File: config.mk
export PLATFORM = sky130hd
export DESIGN_NAME = fifo_rd_arbiter
export DESIGN_NICKNAME = d
export VERILOG_FILES = /design/src/rtl/fifo_arb_pkg.sv /design/src/rtl/fifo_rd_arbiter_rr_picker.sv /design/src/rtl/fifo_rd_arbiter.sv
export SDC_FILE = /design/constraint.sdc
export NUM_CORES = 1
export LEC_CHECK = 0
export BUFFER_PORTS_ARGS = -buffer_cell sky130_fd_sc_hd__buf_2
export CAP_MARGIN = 20
export CORE_UTILIZATION = 51
export CTS_CLUSTER_DIAMETER = 30
export CTS_CLUSTER_SIZE = 16
export DETAILED_ROUTE_END_ITERATION = 10
export PLACE_DENSITY = 0.79
export SETUP_SLACK_MARGIN = 0.2
export SYNTH_ARGS = -nofsm -noshare
export SYNTH_HDL_FRONTEND = slang
export SYNTH_SLANG_ARGS = --single-unit
export TNS_END_PERCENT = 1
File: constraint.sdc
create_clock -name rd_clk -period 3.9 [get_ports rd_clk]
set_clock_uncertainty 0.1 [all_clocks]
set_input_delay 0 -clock rd_clk [delete_from_list [all_inputs] [get_ports rd_clk]]
set_output_delay 0 -clock rd_clk [all_outputs]
set_load 0.005 [all_outputs]
File: src/rtl/fifo_arb_pkg.sv
// Shared types and defaults for the FIFO read arbiter.
// State encoding plus parameter defaults used by the top and picker.
package fifo_arb_pkg;

  localparam int DEF_NUM_REQ    = 4;
  localparam int DEF_DATA_WIDTH = 8;
  localparam int DEF_BURST_MAX  = 4;

  typedef enum logic [1:0] {
    ST_IDLE  = 2'd0,
    ST_BURST = 2'd1,
    ST_DRAIN = 2'd2
  } arb_state_e;

  // Pointer width that stays legal for a single requester.
  function automatic int ptr_w(input int n);
    return (n > 1) ? $clog2(n) : 1;
  endfunction

endpackage

File: src/rtl/fifo_rd_arbiter_rr_picker.sv
// Round-robin winner search for the FIFO read arbiter.
// Scans upward from rr_ptr with wrap; first set request wins.
module rr_picker #(
  parameter int NUM_REQ = 4,
  parameter int PTR_W   = 2
) (
  input  logic [NUM_REQ-1:0] req,
  input  logic [PTR_W-1:0]   rr_ptr,
  output logic [NUM_REQ-1:0] winner,
  output logic               any_valid
);

  logic [PTR_W-1:0] k;

  // First requester at or above the pointer, wrapping past the top.
  always_comb begin
    winner = '0;
    k      = '0;
    for (int i = 0; i < NUM_REQ; i++) begin
      k = PTR_W'((int'(rr_ptr) + i) % NUM_REQ);
      if (winner == '0 && req[k]) begin
        winner[k] = 1'b1;
      end
    end
  end

  assign any_valid = |req;

endmodule

File: src/rtl/fifo_rd_arbiter.sv
// Arbitrates one FIFO read port among several consumers in bursts.
// Grant lifecycle: IDLE select -> BURST beats -> one DRAIN cycle.
module fifo_rd_arbiter
  import fifo_arb_pkg::*;
#(
  parameter int NUM_REQ    = DEF_NUM_REQ,
  parameter int DATA_WIDTH = DEF_DATA_WIDTH,
  parameter int BURST_MAX  = DEF_BURST_MAX
) (
  input  logic                  rd_clk,
  input  logic                  rd_rst,
  input  logic [NUM_REQ-1:0]    req,
  input  logic [NUM_REQ-1:0]    cons_rdy,
  input  logic                  fifo_empty,
  input  logic [DATA_WIDTH-1:0] rd_data,
  output logic                  rd_en,
  output logic [NUM_REQ-1:0]    gnt,
  output logic [DATA_WIDTH-1:0] out_data,
  output logic [NUM_REQ-1:0]    out_valid,
  output logic                  burst_done
);

  localparam int PTR_W = ptr_w(NUM_REQ);
  localparam int CNT_W = $clog2(BURST_MAX + 1);
  localparam logic [CNT_W-1:0] CNT_MAX  = CNT_W'(BURST_MAX);
  localparam logic [PTR_W-1:0] PTR_LAST = PTR_W'(NUM_REQ - 1);

  arb_state_e           state_q;
  logic [NUM_REQ-1:0]   gnt_q;
  logic [NUM_REQ-1:0]   out_valid_q;
  logic                 burst_done_q;
  logic [PTR_W-1:0]     rr_ptr_q;
  logic [PTR_W-1:0]     gidx_q;
  logic [CNT_W-1:0]     cnt_q;
  logic [CNT_W-1:0]     cnt_d;
  logic [PTR_W-1:0]     ptr_d;
  logic [PTR_W-1:0]     pick_idx;
  logic [NUM_REQ-1:0]   pick_win;
  logic                 pick_any;
  logic                 req_g;
  logic                 burst_end;

  rr_picker #(
    .NUM_REQ (NUM_REQ),
    .PTR_W   (PTR_W)
  ) u_pick (
    .req       (req),
    .rr_ptr    (rr_ptr_q),
    .winner    (pick_win),
    .any_valid (pick_any)
  );

  // Binary index of the picked winner, kept alongside the one-hot grant.
  always_comb begin
    pick_idx = '0;
    for (int i = 0; i < NUM_REQ; i++) begin
      if (pick_win[i]) pick_idx = PTR_W'(i);
    end
  end

  // Read only when the owner still wants data and can take it now.
  always_comb begin
    req_g = |(req & gnt_q);
    rd_en = (state_q == ST_BURST) && req_g
         && ((cons_rdy & gnt_q) != '0)
         && !fifo_empty && (cnt_q < CNT_MAX);
    cnt_d     = cnt_q + CNT_W'(rd_en);
    burst_end = (cnt_d == CNT_MAX) || !req_g;
    ptr_d     = (gidx_q == PTR_LAST) ? '0 : gidx_q + PTR_W'(1);
  end

  // Grant FSM; beat-valid lags the read by one cycle via out_valid_q.
  always_ff @(posedge rd_clk or posedge rd_rst) begin
    if (rd_rst) begin
      state_q      <= ST_IDLE;
      gnt_q        <= '0;
      gidx_q       <= '0;
      cnt_q        <= '0;
      rr_ptr_q     <= '0;
      out_valid_q  <= '0;
      burst_done_q <= 1'b0;
    end else begin
      out_valid_q  <= rd_en ? gnt_q : '0;
      burst_done_q <= 1'b0;
      unique case (state_q)
        ST_IDLE: begin
          if (pick_any) begin
            gnt_q   <= pick_win;
            gidx_q  <= pick_idx;
            cnt_q   <= '0;
            state_q <= ST_BURST;
          end
        end
        ST_BURST: begin
          cnt_q <= cnt_d;
          if (burst_end) begin
            state_q      <= ST_DRAIN;
            burst_done_q <= 1'b1;
          end
        end
        ST_DRAIN: begin
          rr_ptr_q <= ptr_d;
          gnt_q    <= '0;
          state_q  <= ST_IDLE;
        end
        default: begin
          state_q <= ST_IDLE;
          gnt_q   <= '0;
        end
      endcase
    end
  end

  assign gnt        = gnt_q;
  assign out_valid  = out_valid_q;
  assign burst_done = burst_done_q;
  assign out_data   = rd_data;

endmodule

Word-level counts from Yosys, hierarchy flattened
Index checks and enable logic that the tools add are counted.

Reduce and logical (&&, ||, !) cells: 26. Muxes and demuxes: 34. Order comparisons: 9. Bitwise operators: 6. Equality and inequality tests: 6. Add/subtract/negate cells: 5.

Operators by type and width (number): $mux 4 (6); $logic_not 4->1 (3); $lt 2x3->1 const B (4); $or 4x4->4 (3); $logic_and 1x1->1 (11); $mux 1 (11); $mux 2 (5); $and 4x4->4 (2); $bmux 1 s2 (4); $demux 1 s2 (4); $ge 2x1->1 const B (4); $pmux 4 s2 (1); $reduce_and 2->1 (4); $reduce_or 4->1 (2); $pmux 3 s2 (1); $add 2x1->2 const B (2); $add 2x2->2 const B (2); $eq 2x2->1 const B (2); $ne 2x2->1 const B (2); $pmux 2 s2 (1); $reduce_bool 4->1 (1); $add 3x1->3 (1); $eq 3x3->1 const B (1); $lt 3x3->1 const B (1); 7 further kinds (8).

Register bits after elaboration: 18. Output and inout bits: 18.

Logic depth before layout (Yosys ltp)
Depth after elaboration: 17. Gate-level depth with buffers: 11.

Hierarchy
A second synthesis with hierarchy kept.

Cell total of the unflattened synthesis: 137. Area total of the unflattened synthesis: 1431.4 µm².

Modules (own cells, without submodules): fifo_rd_arbiter (area an instance 899.6 µm², cells an instance 83, instances 1); rr_picker (area an instance 531.8 µm², cells an instance 54, instances 1).

Worst setup path before layout
OpenSTA, ideal clock, no wires.

Kind: register to register. Start: register rr_ptr_q[0]. End: register gnt_q[1] (netlist: gnt[1]). Stages on the path, launching flop included: 9. Slack: 1.079 ns. Period minus slack after synthesis: 2.821 ns. Path buffers: 1. Required time: 3.701 ns. Arrival time: 2.622 ns. Cells stage by stage: dfrtp_1 > buf_6 > inv_1 > ha_1 > mux4_1 > a21boi_0 > a222oi_1 > nand4_1 > a311oi_1.

Cells in the longest elaborated chain, start to end: 16. Elaborated cells between the ends (all ways): 46. Those cells by class: add/sub: 3; order compare: 8; mux: 22; bitwise: 3; reduce/logical: 10.

Ends and longest elaborated chain: start: declaration (line fifo_rd_arbiter.sv:32) `logic [PTR_W-1:0] rr_ptr_q;`; start signal: assignment (line fifo_rd_arbiter.sv:102) `rr_ptr_q <= ptr_d;`; parallel branches: the longest is 13 deep, another holds $lt 2x3->1; $mux 4 (*) (line fifo_rd_arbiter_rr_picker.sv:21) `if (winner == '0 && req[k]) begin`; $mux 4 (*) (line fifo_rd_arbiter.sv:87) `if (pick_any) begin`; $pmux 4 s2 (*) (line fifo_rd_arbiter.sv:85) `unique case (state_q)`; end signal: assignment (line fifo_rd_arbiter.sv:88) `gnt_q <= pick_win;`; end: declaration (line fifo_rd_arbiter.sv:29) `logic [NUM_REQ-1:0] gnt_q;`.

Mark *: on every way between the ends. The select of a mux whose other input is x is not followed. A chain may end at the register's enable or synchronous reset.

Worst setup path after layout
Ends and elaborated chain as after synthesis.

==> results.json <==
{
  "switching_power_mw": 0.5058,
  "hold_class": "in -> reg",
  "cp_cell_sequence": "inv_1 -> ha_1 -> mux4_1 -> a21boi_0 -> a222oi_1 -> nand4_1 -> a311oi_1",
  "vias": 1152,
  "min_from": "fifo_empty",
  "grt_pass1_vias": 1086,
  "intPower_mw": 0.5928,
  "firstDrtPassIters": 5,
  "fin_crit_ps": 3292,
  "rr_worst_depth": 7,
  "core-area_um2": 2297,
  "cts.path.max_buffers": 2,
  "yosys_most_used_dff": "dfrtp_1",
  "regToRegSetupSlack_ps": 610,
  "grt_pass1_wl_mm": 4.968,
  "finalHoldViolations": 0,
  "antenna_found_initial": 0,
  "diodes": 0,
  "dp_slack_ps": 726.0,
  "p_sw_frac": 0.4604,
  "p_per_area_nw_per_um2": 742.2,
  "final_layout_size_suffix_gt1_frac": 0.1948,
  "grtUsageTotal": 0.2505,
  "max_freq_mhz": 303.8,
  "port_buffers": 20,
  "cts-buffers-inserted": 3,
  "synth_largest_area_cell": "dfrtp_1",
  "drc": 0,
  "cp-start-kind": "flop",
  "dieWidth_um": 52.44,
  "cp_num_buf_inv": 1,
  "wire_per_inst_um": 16.83,
  "die_area_um2": 2750,
  "setup-tns-final_ps": 0,
  "holdPathStages": 4,
  "synth_fp_nets": 162,
  "worst_pin_slew_ps": 778.7,
  "path_class": "reg -> reg",
  "cts_sinks": 18,
  "combPwrFrac": 0.588,
  "grt_start_max_net_pins": 19,
  "synth_async_sr_flop_share": 1.000,
  "layout_setup_ws_ps": 608.0,
  "crit_arrival_ps": 3400,
  "ios": 37,
  "hpwlAfterDp_mm": 2.146,
  "synth_top_area_frac": 0.3472,
  "viasPerCell": 6.330,
  "clock_latency_ps": 300,
  "status": "complete, no violations",
  "syn_area_um2": 1297,
  "yosys-top-cells-area": "dfrtp_1 (35%), ha_1 (11%), mux4_1 (6.1%)",
  "dp.cells": 169,
  "nNetsFinal": 185,
  "cp.required_ps": 4010,
  "drv_cap": 0,
  "timing.rr.start": "rr_ptr_q[0]",
  "holdPathEnd": "out_valid[0]",
  "min_period_over_period": 0.8441,
  "crit_family": "compound AO/OA/AOI/OAI gates",
  "relSlewSlack": 0.4809,
  "cts-root-buf": "clkbuf_4",
  "finalNonFillerCells": 182,
  "synth-seq-cells": 18,
  "drv_slew": 0,
  "multi_input_area_um2": 753.2,
  "r2r-end": "gnt[1]",
  "setup_viol_count_final": 0,
  "synth_area_per_cell_um2": 9.830,
  "htree_levels": 1,
  "clk_pin_slew_ps": 110,
  "netlist_instances": 132,
  "holdWs_ps": 84.22,
  "seqCellArea_um2": 450.4,
  "initial_utilization": 0.5648,
  "cts_tree": "built",
  "ctsHoldBuffers": 9,
  "cts_resized": 0,
  "area_growth_pct": 14.08,
  "rows": 17,
  "clock_power_share": 0.106,
  "crit_path_max_incr_delay_ps": 700,
  "gp_congestion": 0.8911,
  "dpl-instance-area_um2": 1354,
  "synth_edf_count": 0,
  "postCtsSetupBuffers": 0,
  "yosysUniqueCellTypes": 44,
  "drt_iter0_drc": 63,
  "ant_nets": 0,
  "ys_seq_area_frac": 0.3472,
  "worstPathMaxFanout": 10,
  "overflow": 0,
  "ir_drop_uv": 459.6,
  "seqPwrFrac": 0.306,
  "endpoint_kind": "flop",
  "fill_cells": 191,
  "ys_warn_count": 0,
  "rsz0062_at_grt": "false",
  "wl_mm": 3.063,
  "crit_path_top_delay_cell": "a222oi_1",
  "die_y_um": 52.44,
  "fin_area_um2": 1480,
  "leakagePower_nw": 0.6953
}
## metal layers
metal / vias up / routed length [um] / global-route usage
met5: - / 0 / 0
met2: 69 / 1537 / 0.4241
met4: 0 / 10 / 0.04825
met1: 549 / 1287 / 0.3235
li1: 532 / - / -
met3: 2 / 228 / 0.06087
## cell families (layout without fill, tap and decap cells)
group / after synthesis / after routing / share of synthesized area
adders and majority gates: 11 / 11 / 0.1061
and+or+nand+nor: 50 / 50 / 0.2016
AOI/OAI and AO/OA: 32 / 32 / 0.1794
DFF: 18 / 18 / 0.3472
buffers and inverters: 15 / 37 / 0.07232
muxes: 5 / 5 / 0.08679
xor gates and xnor gates: 1 / 1 / 0.006751
## cells in the final DEF, fill, tap and decap left out, types with 2 or more instances in the layout
master and count:
mux4_1 3, nand3_1 3, nand2b_1 3, or3_1 2, o31ai_1 3, a311oi_1 2
inv_1 4, clkbuf_4 3, ha_1 11, buf_2 20, a211oi_1 2, o21ai_0 4
o21bai_1 2, nor3_1 2, nand2_1 15, a21oi_1 4, a22o_1 3, a31oi_1 2
a22oi_1 2, and2_1 4, nor2_1 8, dfrtp_1 18, and3_1 2, nand4_1 3
dlygate4sd3_1 9
## power by group through the flow
| stage | clock network (mW) | logic, mW | registers, mW |
|---|---|---|---|
| 6_report | 0.117 | 0.645 | 0.337 |
| 5_1_grt | 0.131 | 0.724 | 0.343 |
| 3_3_place_gp | 0 | 0.606 | 0.334 |
| 4_1_cts | 0.119 | 0.631 | 0.333 |
| 2_1_floorplan | 0 | 0.524 | 0.295 |
| 3_5_place_dp | 0 | 0.623 | 0.335 |
## Yosys cell counts (all sizes together) (4+ instances only)
library cell and n:
a21oi 4, o21ai 4, ha 11, nand2 15, nor2 8, and2 6
buf 9, dfrtp 18, mux4 4, inv 4
## stage by stage
step / power, mW / utilization
2_1_floorplan: 0.8184 / -
3_3_place_gp: 0.9404 / 0.5893
3_5_place_dp: 0.9582 / 0.5893
4_1_cts: 1.083 / 0.6443
5_1_grt: 1.199 / 0.6443
6_report: 1.099 / 0.6443
## tightest hold or removal path: stages
cell     delay, ps
buf_2           70
or4_1          100
a21oi_1        100
and2_1         180
## area by class of cell
| class | instances | area share |
|---|---|---|
| multi-input cells | 99 | 0.5089 |
| flip-flops and latches | 18 | 0.3043 |
| repair buffers | 29 | 0.1285 |
| clock buffers | 4 | 0.02451 |
| well taps | 28 | 0.02367 |
| inverters | 4 | 0.01014 |
## sequential cells by signal, indices dropped and copies added (netlist names)
| signal | flops |
|---|---|
| out_valid | 4 |
| gnt | 4 |
| rr_ptr_q | 2 |
| state_q | 2 |
| cnt_q | 3 |
| gidx_q | 2 |
| burst_done | 1 |
## worst max-delay path by stage
stage | from | end | slack [ps] | cells past startpoint
2_1_floorplan | rr_ptr_q[0] | gnt[1] | 1080 | 8
3_3_place_gp | rr_ptr_q[0] | gnt[1] | 860 | 7
3_5_place_dp | rr_ptr_q[0] | gnt[1] | 730 | 7
4_1_cts | rr_ptr_q[0] | gnt[1] | 690 | 7
5_1_grt | rr_ptr_q[0] | gnt[1] | 390 | 7
6_report | rr_ptr_q[0] | gnt[1] | 610 | 7
No activity file was read; power rests on OpenSTA's default activity.
